<file path="src/rtl/pmod_pattern_gen.sv">
// Purpose: PMOD/LED pattern generator (binary, chase, bounce, PWM breathe) with heartbeat LED.
// Latency: PAT is registered, 1 clock after each state update; first step tick at clock 2^STEP_BITS.
// Backpressure: none; free-running output block with no flow control.
//
// Ports:
//   CLK_48  - sole clock (48 MHz)
//   RST_N   - asynchronous active-low reset
//   BTN     - raw active-high mode button (only when BTN_MODE_EN is defined)
//   LED     - active-low heartbeat, toggles on every step tick
//   PAT     - CHANNELS-wide active-high pattern, registered
//   MODE    - current mode (0 binary, 1 chase, 2 bounce, 3 breathe), registered
//
// Optional feature macro: BTN_MODE_EN adds the BTN port, a 2-flop synchroniser,
// a debouncer and run-time mode cycling. Without it MODE is fixed at DEFAULT_MODE.
module pmod_pattern_gen #(
  parameter int CHANNELS     = 8,
  parameter int STEP_BITS    = 22,
  parameter int PWM_BITS     = 8,
  parameter int DEBOUNCE_CYC = 480000,
  parameter int DEFAULT_MODE = 0
) (
  input  logic                CLK_48,
  input  logic                RST_N,
`ifdef BTN_MODE_EN
  input  logic                BTN,
`endif
  output logic                LED,
  output logic [CHANNELS-1:0] PAT,
  output logic [1:0]          MODE
);

  typedef enum logic [1:0] {
    MODE_BINARY  = 2'd0,
    MODE_CHASE   = 2'd1,
    MODE_BOUNCE  = 2'd2,
    MODE_BREATHE = 2'd3
  } mode_t;

  localparam int POS_W = (CHANNELS > 2) ? $clog2(CHANNELS) : 1;
  localparam mode_t RESET_MODE = mode_t'(2'(DEFAULT_MODE));
  localparam logic [CHANNELS-1:0] ONE_HOT0 = CHANNELS'(1);
  localparam logic [POS_W-1:0] POS_LAST = POS_W'(CHANNELS - 1);
  localparam logic [PWM_BITS-1:0] DUTY_MAX = '1;

  // Elaboration-time parameter legality checks.
  if (CHANNELS < 2 || CHANNELS > 32) begin : g_bad_channels
    $error("pmod_pattern_gen: CHANNELS must be 2..32");
  end
  if (STEP_BITS < 1 || STEP_BITS > 31) begin : g_bad_step
    $error("pmod_pattern_gen: STEP_BITS must be 1..31");
  end
  if (PWM_BITS < 2 || PWM_BITS > 16) begin : g_bad_pwm
    $error("pmod_pattern_gen: PWM_BITS must be 2..16");
  end
  if (DEBOUNCE_CYC < 2) begin : g_bad_debounce
    $error("pmod_pattern_gen: DEBOUNCE_CYC must be >= 2");
  end
  if (DEFAULT_MODE < 0 || DEFAULT_MODE > 3) begin : g_bad_mode
    $error("pmod_pattern_gen: DEFAULT_MODE must be 0..3");
  end

  mode_t                mode_q;
  logic                 mode_chg;   // one-cycle press pulse; resets pattern state
  logic [STEP_BITS-1:0] pre;
  logic                 tick;
  logic                 led;
  logic [CHANNELS-1:0]  cnt;
  logic [CHANNELS-1:0]  oh;
  logic [POS_W-1:0]     pos;
  logic                 pos_up;
  logic [PWM_BITS-1:0]  duty;
  logic                 duty_up;
  logic [PWM_BITS-1:0]  pwm;
  logic [CHANNELS-1:0]  pat_q;
  logic [CHANNELS-1:0]  pat_next;

  assign tick = &pre;

`ifdef BTN_MODE_EN
  localparam int DB_W = $clog2(DEBOUNCE_CYC);
  localparam logic [DB_W-1:0] DB_LAST = DB_W'(DEBOUNCE_CYC - 1);

  logic            btn_s1;
  logic            btn_s2;
  logic            btn_deb;
  logic            btn_deb_q;
  logic [DB_W-1:0] db_cnt;

  // The debounced level follows the synchronised input only after
  // DEBOUNCE_CYC consecutive clocks of disagreement; any agreement restarts.
  always_ff @(posedge CLK_48 or negedge RST_N) begin
    if (!RST_N) begin
      btn_s1    <= 1'b0;
      btn_s2    <= 1'b0;
      btn_deb   <= 1'b0;
      btn_deb_q <= 1'b0;
      db_cnt    <= '0;
    end else begin
      btn_s1    <= BTN;
      btn_s2    <= btn_s1;
      btn_deb_q <= btn_deb;
      if (btn_s2 == btn_deb) begin
        db_cnt <= '0;
      end else if (db_cnt == DB_LAST) begin
        btn_deb <= btn_s2;
        db_cnt  <= '0;
      end else begin
        db_cnt <= db_cnt + 1'b1;
      end
    end
  end

  // Only the rising edge of the debounced level is a press.
  assign mode_chg = btn_deb & ~btn_deb_q;

  always_ff @(posedge CLK_48 or negedge RST_N) begin
    if (!RST_N) begin
      mode_q <= RESET_MODE;
    end else if (mode_chg) begin
      mode_q <= mode_t'(mode_q + 2'd1);
    end
  end
`else
  assign mode_chg = 1'b0;
  assign mode_q   = RESET_MODE;
`endif

  // Prescaler, heartbeat and per-mode pattern state. A press takes
  // priority over a coincident tick, which is then dropped entirely.
  always_ff @(posedge CLK_48 or negedge RST_N) begin
    if (!RST_N) begin
      pre     <= '0;
      pwm     <= '0;
      led     <= 1'b1;
      cnt     <= '0;
      oh      <= ONE_HOT0;
      pos     <= '0;
      pos_up  <= 1'b1;
      duty    <= '0;
      duty_up <= 1'b1;
    end else begin
      pwm <= pwm + 1'b1;
      if (mode_chg) begin
        pre     <= '0;
        cnt     <= '0;
        oh      <= ONE_HOT0;
        pos     <= '0;
        pos_up  <= 1'b1;
        duty    <= '0;
        duty_up <= 1'b1;
      end else begin
        pre <= pre + 1'b1;
        if (tick) begin
          led <= ~led;
          case (mode_q)
            MODE_BINARY: cnt <= cnt + 1'b1;
            MODE_CHASE:  oh  <= {oh[CHANNELS-2:0], oh[CHANNELS-1]};
            MODE_BOUNCE: begin
              // Reverse at either end without dwelling on the end position.
              if (pos_up) begin
                if (pos == POS_LAST) begin
                  pos    <= POS_LAST - 1'b1;
                  pos_up <= 1'b0;
                end else begin
                  pos <= pos + 1'b1;
                end
              end else begin
                if (pos == '0) begin
                  pos    <= POS_W'(1);
                  pos_up <= 1'b1;
                end else begin
                  pos <= pos - 1'b1;
                end
              end
            end
            MODE_BREATHE: begin
              if (duty_up) begin
                if (duty == DUTY_MAX) begin
                  duty    <= DUTY_MAX - 1'b1;
                  duty_up <= 1'b0;
                end else begin
                  duty <= duty + 1'b1;
                end
              end else begin
                if (duty == '0) begin
                  duty    <= PWM_BITS'(1);
                  duty_up <= 1'b1;
                end else begin
                  duty <= duty - 1'b1;
                end
              end
            end
          endcase
        end
      end
    end
  end

  always_comb begin
    pat_next = '0;
    case (mode_q)
      MODE_BINARY:  pat_next = cnt;
      MODE_CHASE:   pat_next = oh;
      MODE_BOUNCE:  pat_next = ONE_HOT0 << pos;
      MODE_BREATHE: pat_next = {CHANNELS{pwm < duty}};
    endcase
  end

  always_ff @(posedge CLK_48 or negedge RST_N) begin
    if (!RST_N) begin
      pat_q <= '0;
    end else begin
      pat_q <= pat_next;
    end
  end

  assign PAT  = pat_q;
  assign LED  = led;
  assign MODE = mode_q;

endmodule

</file>
<file path="config.mk">
export PLATFORM = sky130hd
export DESIGN_NAME = pmod_pattern_gen
export DESIGN_NICKNAME = d
export VERILOG_FILES = /design/src/rtl/pmod_pattern_gen.sv
export SDC_FILE = /design/constraint.sdc
export NUM_CORES = 1
export LEC_CHECK = 0
export BUFFER_PORTS_ARGS = -buffer_cell sky130_fd_sc_hd__buf_2
export CORE_ASPECT_RATIO = 1.5
export CORE_MARGIN = 1
export CORE_UTILIZATION = 57
export CTS_CLUSTER_SIZE = 14
export DETAILED_ROUTE_END_ITERATION = 8
export PLACE_DENSITY = 0.77
export RECOVER_POWER = 50
export SLEW_MARGIN = 0
export SYNTH_ARGS = -nofsm -noshare
export SYNTH_HDL_FRONTEND = slang
export SYNTH_SLANG_ARGS = --single-unit
</file>
<file path="constraint.sdc">
create_clock -name CLK_48 -period 2 [get_ports CLK_48]
set_input_delay 0.4 -clock CLK_48 [delete_from_list [all_inputs] [get_ports CLK_48]]
set_output_delay 0.4 -clock CLK_48 [all_outputs]
set_load 0.01 [all_outputs]
</file>
==> flow_summary.ini, run 1 <==
[placed_design]
place_hpwl_um = 1893
placed_area_mm2 = 0.001685
gp_congestion = 0.7851
dp.cells = 171
portBuffers = 10

[critical_path]
cp_top_family = simple AND/OR/NAND/NOR gates
critPathKind = reg -> reg
critPathCaptureType = flop
critical_path_peak_fanout = 9
slowest_stage = dfrtp_1
critPathArrivalTime_ns = 1.93
cp.required_ns = 2.19
start_kind = flop
crit_chain = ha_1 -> nand4_1 -> nor4_4 -> buf_4 -> nand2_4 -> mux2_4
slowest_delay_ns = 0.38
path_buf_inv = 1

[sta]
finalHoldViolCount = 0
setup_viol = 0
max_slew_margin_pct = 39.11
rsz0062_at_grt = no
whs_ns = 0.3154
fin_tns_setup_ns = 0
skew_ns = 0.007452
max_freq_ghz = 0.5729
final.min_clock_period_ns = 1.746
tightest_slew_ns = 0.9133
slew_viol_final = 0
post-route-period-util_pct = 87.28

[final_layout]
antennaDiodeCount = 0
layout.cells.non_filler = 179
final_area_mm2 = 0.001815
post-route-util_pct = 68.57
layout.nets = 145
layout-drive-gt1-share_pct = 19.01
syn_to_final_growth_pct = 14.79

[worst_hold_path]
worstHoldPathType = in -> async

[drt]
dr.pass1.iters = 4
wl_per_cell_um = 14.93
drc = 0
drt_iter0_markers = 17
totalWireLength_um = 2672
via_per_inst = 5.218
vias = 934
ant_nets = 0

[clock_network]
htreeDepth = 2
cts-resized-gates = 0
postCtsSetupRepairBufs = 0
cts_made_buffers = 5
cts_hold_buf = 0
clockRootBuffer = clkbuf_8
clk_latency_ns = 0.30
path_clk_slew_ns = 0.08
cts_tree = done
clk_path_buf_depth = 2
clkSinkCount = 39

[power]
power_per_cell_area_mw_per_mm2 = 868.0
vdd_drop_max_mv = 0.7174
power_frac_seq_pct = 50.0
leakage_nw = 0.9152
pwr-share-comb_pct = 1.1
clkPwrFrac_pct = 48.9
intPower_mw = 1.288
p_sw_share_pct = 18.26
switchingPower_uw = 287.8

[logic_synthesis]
synth.cell_area_mm2 = 0.001582
synth_flop_cell = dfrtp_1
synth-simple-area-share_pct = 18.04
syn_avg_cell_area_um2 = 12.86
synth-xor-area-share_pct = 15.51
ys_seq_area_share_pct = 61.79
synthArstFlopShare_pct = 100.0
synth_compound_area_share_pct = 0
synth_edf_count = 0
synth_top_family_by_area = simple AND/OR/NAND/NOR gates
synth_mux_area_share_pct = 0.9494
synth_cells = 123
synth_seq_cells = 39
ys_warn_count = 0
synth_cell_types = 23
yosys.area_share.adder_pct = 1.582

[floorplan]
fp.coreArea_mm2 = 0.002648
ios = 13
rows = 23
die_area_mm2 = 0.002994
fp.dieH_um = 66.51
start_util_pct = 59.74
die_w_um = 45.01

[global_routing]
grtUsageTotal_pct = 22.37
overflow = 0
antenna_found_initial = 0
grt_pass1_vias = 1013
grt_pass1_wl_um = 4574
grt_max_degree = 40

[job]
drv_cap = 0

[run_status]
outcome = finished, final reports clean
flip-flops by register name, indices dropped and copies added (netlist names):
name,cells
LED,1
PAT,8
cnt,8
pre,22
placed cells by master (no fill, tap or decap):
| cell | Yosys | final |
|---|---|---|
| inv_1 | 3 | 3 |
| clkbuf_2 | 0 | 1 |
| mux2_4 | 1 | 1 |
| and4_2 | 1 | 1 |
| bufinv_16 | 0 | 2 |
| nor2_1 | 3 | 3 |
| nor3_1 | 2 | 2 |
| clkbuf_8 | 0 | 5 |
| nand2_1 | 7 | 7 |
| clkbuf_1 | 1 | 1 |
| nand4_1 | 9 | 9 |
| nand4_2 | 1 | 1 |
| buf_2 | 0 | 10 |
| dfstp_2 | 1 | 1 |
| nor4_4 | 1 | 1 |
| conb_1 | 1 | 2 |
| dfrtp_1 | 38 | 38 |
| buf_4 | 2 | 2 |
| and3_1 | 5 | 5 |
| ha_1 | 2 | 2 |
| and2_0 | 1 | 1 |
| nand3_1 | 11 | 11 |
| nand2_4 | 1 | 1 |
| and3_2 | 1 | 1 |
| xnor2_1 | 24 | 24 |
| and4_1 | 3 | 3 |
| xor2_1 | 4 | 4 |
synth_stat cells, drive strengths merged, types with 2 or more instances:
| cell type | number | area, µm² |
|---|---|---|
| and3 | 6 | 38.79 |
| nand2 | 8 | 37.54 |
| and4 | 4 | 36.29 |
| nand4 | 10 | 68.81 |
| buf | 2 | 15.01 |
| dfrtp | 38 | 950.9 |
| nor3 | 2 | 10.01 |
| inv | 3 | 11.26 |
| nand3 | 11 | 55.05 |
| xor2 | 4 | 35.03 |
| nor2 | 3 | 11.26 |
| xnor2 | 24 | 210.2 |
| ha | 2 | 25.02 |
kinds of logic (layout without fill, tap and decap cells):
group                    after synthesis  count (layout)
XOR/XNOR                              28              28
adder cells (fa/ha/maj)                2               2
buffers and inverters                  6              24
flip-flops                            39              39
multiplexers                           1               1
other                                  1               2
AND/OR/NAND/NOR                       46              46
power groups by stage:
stage | sequential (mW) | combinational [mW] | clock, mW
6_report | 0.788 | 0.0172 | 0.770
5_1_grt | 0.788 | 0.0211 | 0.813
4_1_cts | 0.788 | 0.0192 | 0.781
3_5_place_dp | 0.803 | 0.0193 | 0
3_3_place_gp | 0.803 | 0.0185 | 0
2_1_floorplan | 0.804 | 0.00453 | 0
layer usage:
layer / track usage (%) / up-vias / wire [µm]
li1: - / 450 / -
met1: 24.63 / 465 / 1082
met2: 38.04 / 17 / 1482
met3: 7.588 / 2 / 83
met4: 9.470 / 0 / 24
met5: 0 / - / 0
stage by stage:
stage,worst slack (ns),total power [mW]
global placement,0.3112,0.8220
finish,0.2545,1.576
CTS,0.2303,1.588
floorplan,0.2932,0.8082
global route,0.1467,1.622
detailed placement,0.2536,0.8228
cell type report:
class	instances	area, µm²
fill	214	832.0
clock inverter	2	60.06
timing repair buffer	13	70.07
tap	37	46.29
multi-input combinational	79	578.1
clock buffer	6	72.57
sequential	39	977.2
inverter	3	11.26
worst paths after layout:
path	to	slack [ns]	depth (start not counted)	from
worst min-delay path	pre[18]$_DFF_PN0_	0.32	2	RST_N
worst min register to register	PAT[7]$_DFF_PN0_	0.43	0	cnt[7]$_DFFE_PN0P_
worst max-delay path	cnt[1]$_DFFE_PN0P_	0.25	6	pre[0]$_DFF_PN0_
max in group asynchronous	pre[12]$_DFF_PN0_	1.12	2	RST_N
worst max register to register	cnt[1]$_DFFE_PN0P_	0.25	6	pre[0]$_DFF_PN0_
min in group CLK_48	PAT[7]$_DFF_PN0_	0.43	0	cnt[7]$_DFFE_PN0P_
Note: power is estimated with default switching activity, not from simulation.
==> run 2: changes to the inputs <==
--- a/config.mk
+++ b/config.mk
@@ -13,6 +13,7 @@
 export DETAILED_ROUTE_END_ITERATION = 8
 export PLACE_DENSITY = 0.77
 export RECOVER_POWER = 50
+export REMOVE_ABC_BUFFERS = 1
 export SLEW_MARGIN = 0
 export SYNTH_ARGS = -nofsm -noshare
 export SYNTH_HDL_FRONTEND = slang
==> run 2 against run 1 <==
Against the previous run:
- via count fell by 0.64%
- die area did not move
- wire length fell by 11%
- non-clock buffer count fell by 1
- worst setup slack got worse by 0.021 ns
- critical path depth did not move
- total power fell by 13%
- largest cell class unchanged
- core utilization fell by 1.4 points
==> flow_summary.ini, run 2 (synthesized netlist as in run 1, its figures left out) <==
[run_status]
outcome = finished, final reports clean

[drt]
vias = 928
wl_per_cell_um = 13.41
via_per_inst = 5.213
drt_iter0_markers = 21
ant_nets = 0
dr.pass1.iters = 4
totalWireLength_um = 2387
drc = 0

[final_layout]
largest_register_ffs = 22
max_flop_register = pre
layout-drive-gt1-share_pct = 18.44
final_cell_mix = 38 x dfrtp_1, 24 x xnor2_1, 11 x nand3_1, 9 x nand4_1, 9 x buf_2
syn_to_final_growth_pct = 12.42
final_common_cell = dfrtp_1
post-route-util_pct = 67.16
antennaDiodeCount = 0
layout.nets = 144

[sta]
skew_ns = 0.003156
slew_viol_final = 0
max_slew_margin_pct = 39.83
rsz0062_at_grt = no
setup_slack_ns = 0.2334
finalHoldViolCount = 0
tightest_slew_ns = 0.9025
post-route-period-util_pct = 88.33
fin_tns_setup_ns = 0
final.min_clock_period_ns = 1.767
setup_viol = 0
max_freq_ghz = 0.5661
whs_ns = 0.2282

[critical_path]
critPathKind = reg -> reg
cp.required_ns = 2.18
critPathCaptureType = flop
critPathArrivalTime_ns = 1.94
critical_path_peak_fanout = 8
start_kind = flop

[placed_design]
gp_congestion = 0.8079
portBuffers = 10
place_hpwl_um = 1653
dpl_worst_slack_ns = 0.2508

[floorplan]
fp.coreArea_mm2 = 0.002648
fp.dieH_um = 66.51
die_area_mm2 = 0.002994
ios = 13
start_util_pct = 59.74
rows = 23
die_w_um = 45.01

[clock_network]
cts_tree = done
htreeDepth = 2
cts_made_buffers = 5
clockRootBuffer = clkbuf_8
path_clk_slew_ns = 0.07
postCtsSetupRepairBufs = 0
cts-resized-gates = 0
clkSinkCount = 39
clk_path_buf_depth = 2
cts_hold_buf = 0
clk_latency_ns = 0.29

[global_routing]
overflow = 0
grt_pass1_vias = 929
grtUsageTotal_pct = 20.98
antenna_found_initial = 0
grt_max_degree = 40
grt_pass1_wl_um = 4195

[job]
drv_cap = 0

[power]
leakage_nw = 0.8974
vdd_drop_max_mv = 0.6414
p_total_mw = 1.373
power_per_cell_area_mw_per_mm2 = 772.3

[worst_hold_path]
worstHoldPathType = in -> async
==> run 2: worst paths after layout <==
| check | startpoint | endpoint | slack [ns] | cells past startpoint |
|---|---|---|---|---|
| max in group asynchronous | RST_N | pre[2]$_DFF_PN0_ | 1.22 | 1 |
| worst max-delay path | pre[0]$_DFF_PN0_ | pre[20]$_DFF_PN0_ | 0.23 | 6 |
| worst min-delay path | RST_N | PAT[7]$_DFF_PN0_ | 0.23 | 1 |
| min in group CLK_48 | cnt[7]$_DFFE_PN0P_ | PAT[7]$_DFF_PN0_ | 0.41 | 0 |
| worst min register to register | cnt[7]$_DFFE_PN0P_ | PAT[7]$_DFF_PN0_ | 0.41 | 0 |
| worst max register to register | pre[0]$_DFF_PN0_ | pre[20]$_DFF_PN0_ | 0.23 | 6 |
==> run 2: report_power, final <==
part | total [mW] | internal (mW) | leakage (nW) | switching [mW]
registers | 0.789 | 0.789 | 0.527 | 0
clock network | 0.569 | 0.314 | 0.0515 | 0.254
logic | 0.0160 | 0.000645 | 0.319 | 0.0154
total | 1.37 | 1.10 | 0.897 | 0.270
==> run 2: critical path, cell delays in order (launching register included) <==
cell and delay, ns:
dfrtp_1 0.40, ha_1 0.22, nand4_1 0.20, nor4_4 0.34, buf_4 0.21, nand4_1 0.12, xnor2_1 0.15
==> run 2: metrics by stage <==
step	instances	cell area (µm²)
after global placement	170	1678
after CTS	178	1778
after floorplan	121	1567
after global routing	178	1778
after detailed placement	170	1678
final	178	1778
==> run 2: area by class of cell <==
type,count,area (µm²)
multi-input combinational,79,578.1
tap,37,46.29
timing repair buffer,12,65.06
fill,220,869.6
inverter,3,11.26
clock buffer,8,100.1
sequential,39,977.2
==> run 2: routing by layer <==
metal / vias up / part of all wire (%) / GRT usage (%)
met5: - / 0 / 0
met4: 0 / 2.4 / 13.64
met3: 4 / 3.8 / 7.317
met2: 20 / 51 / 32.43
met1: 458 / 42 / 23.91
li1: 446 / - / -
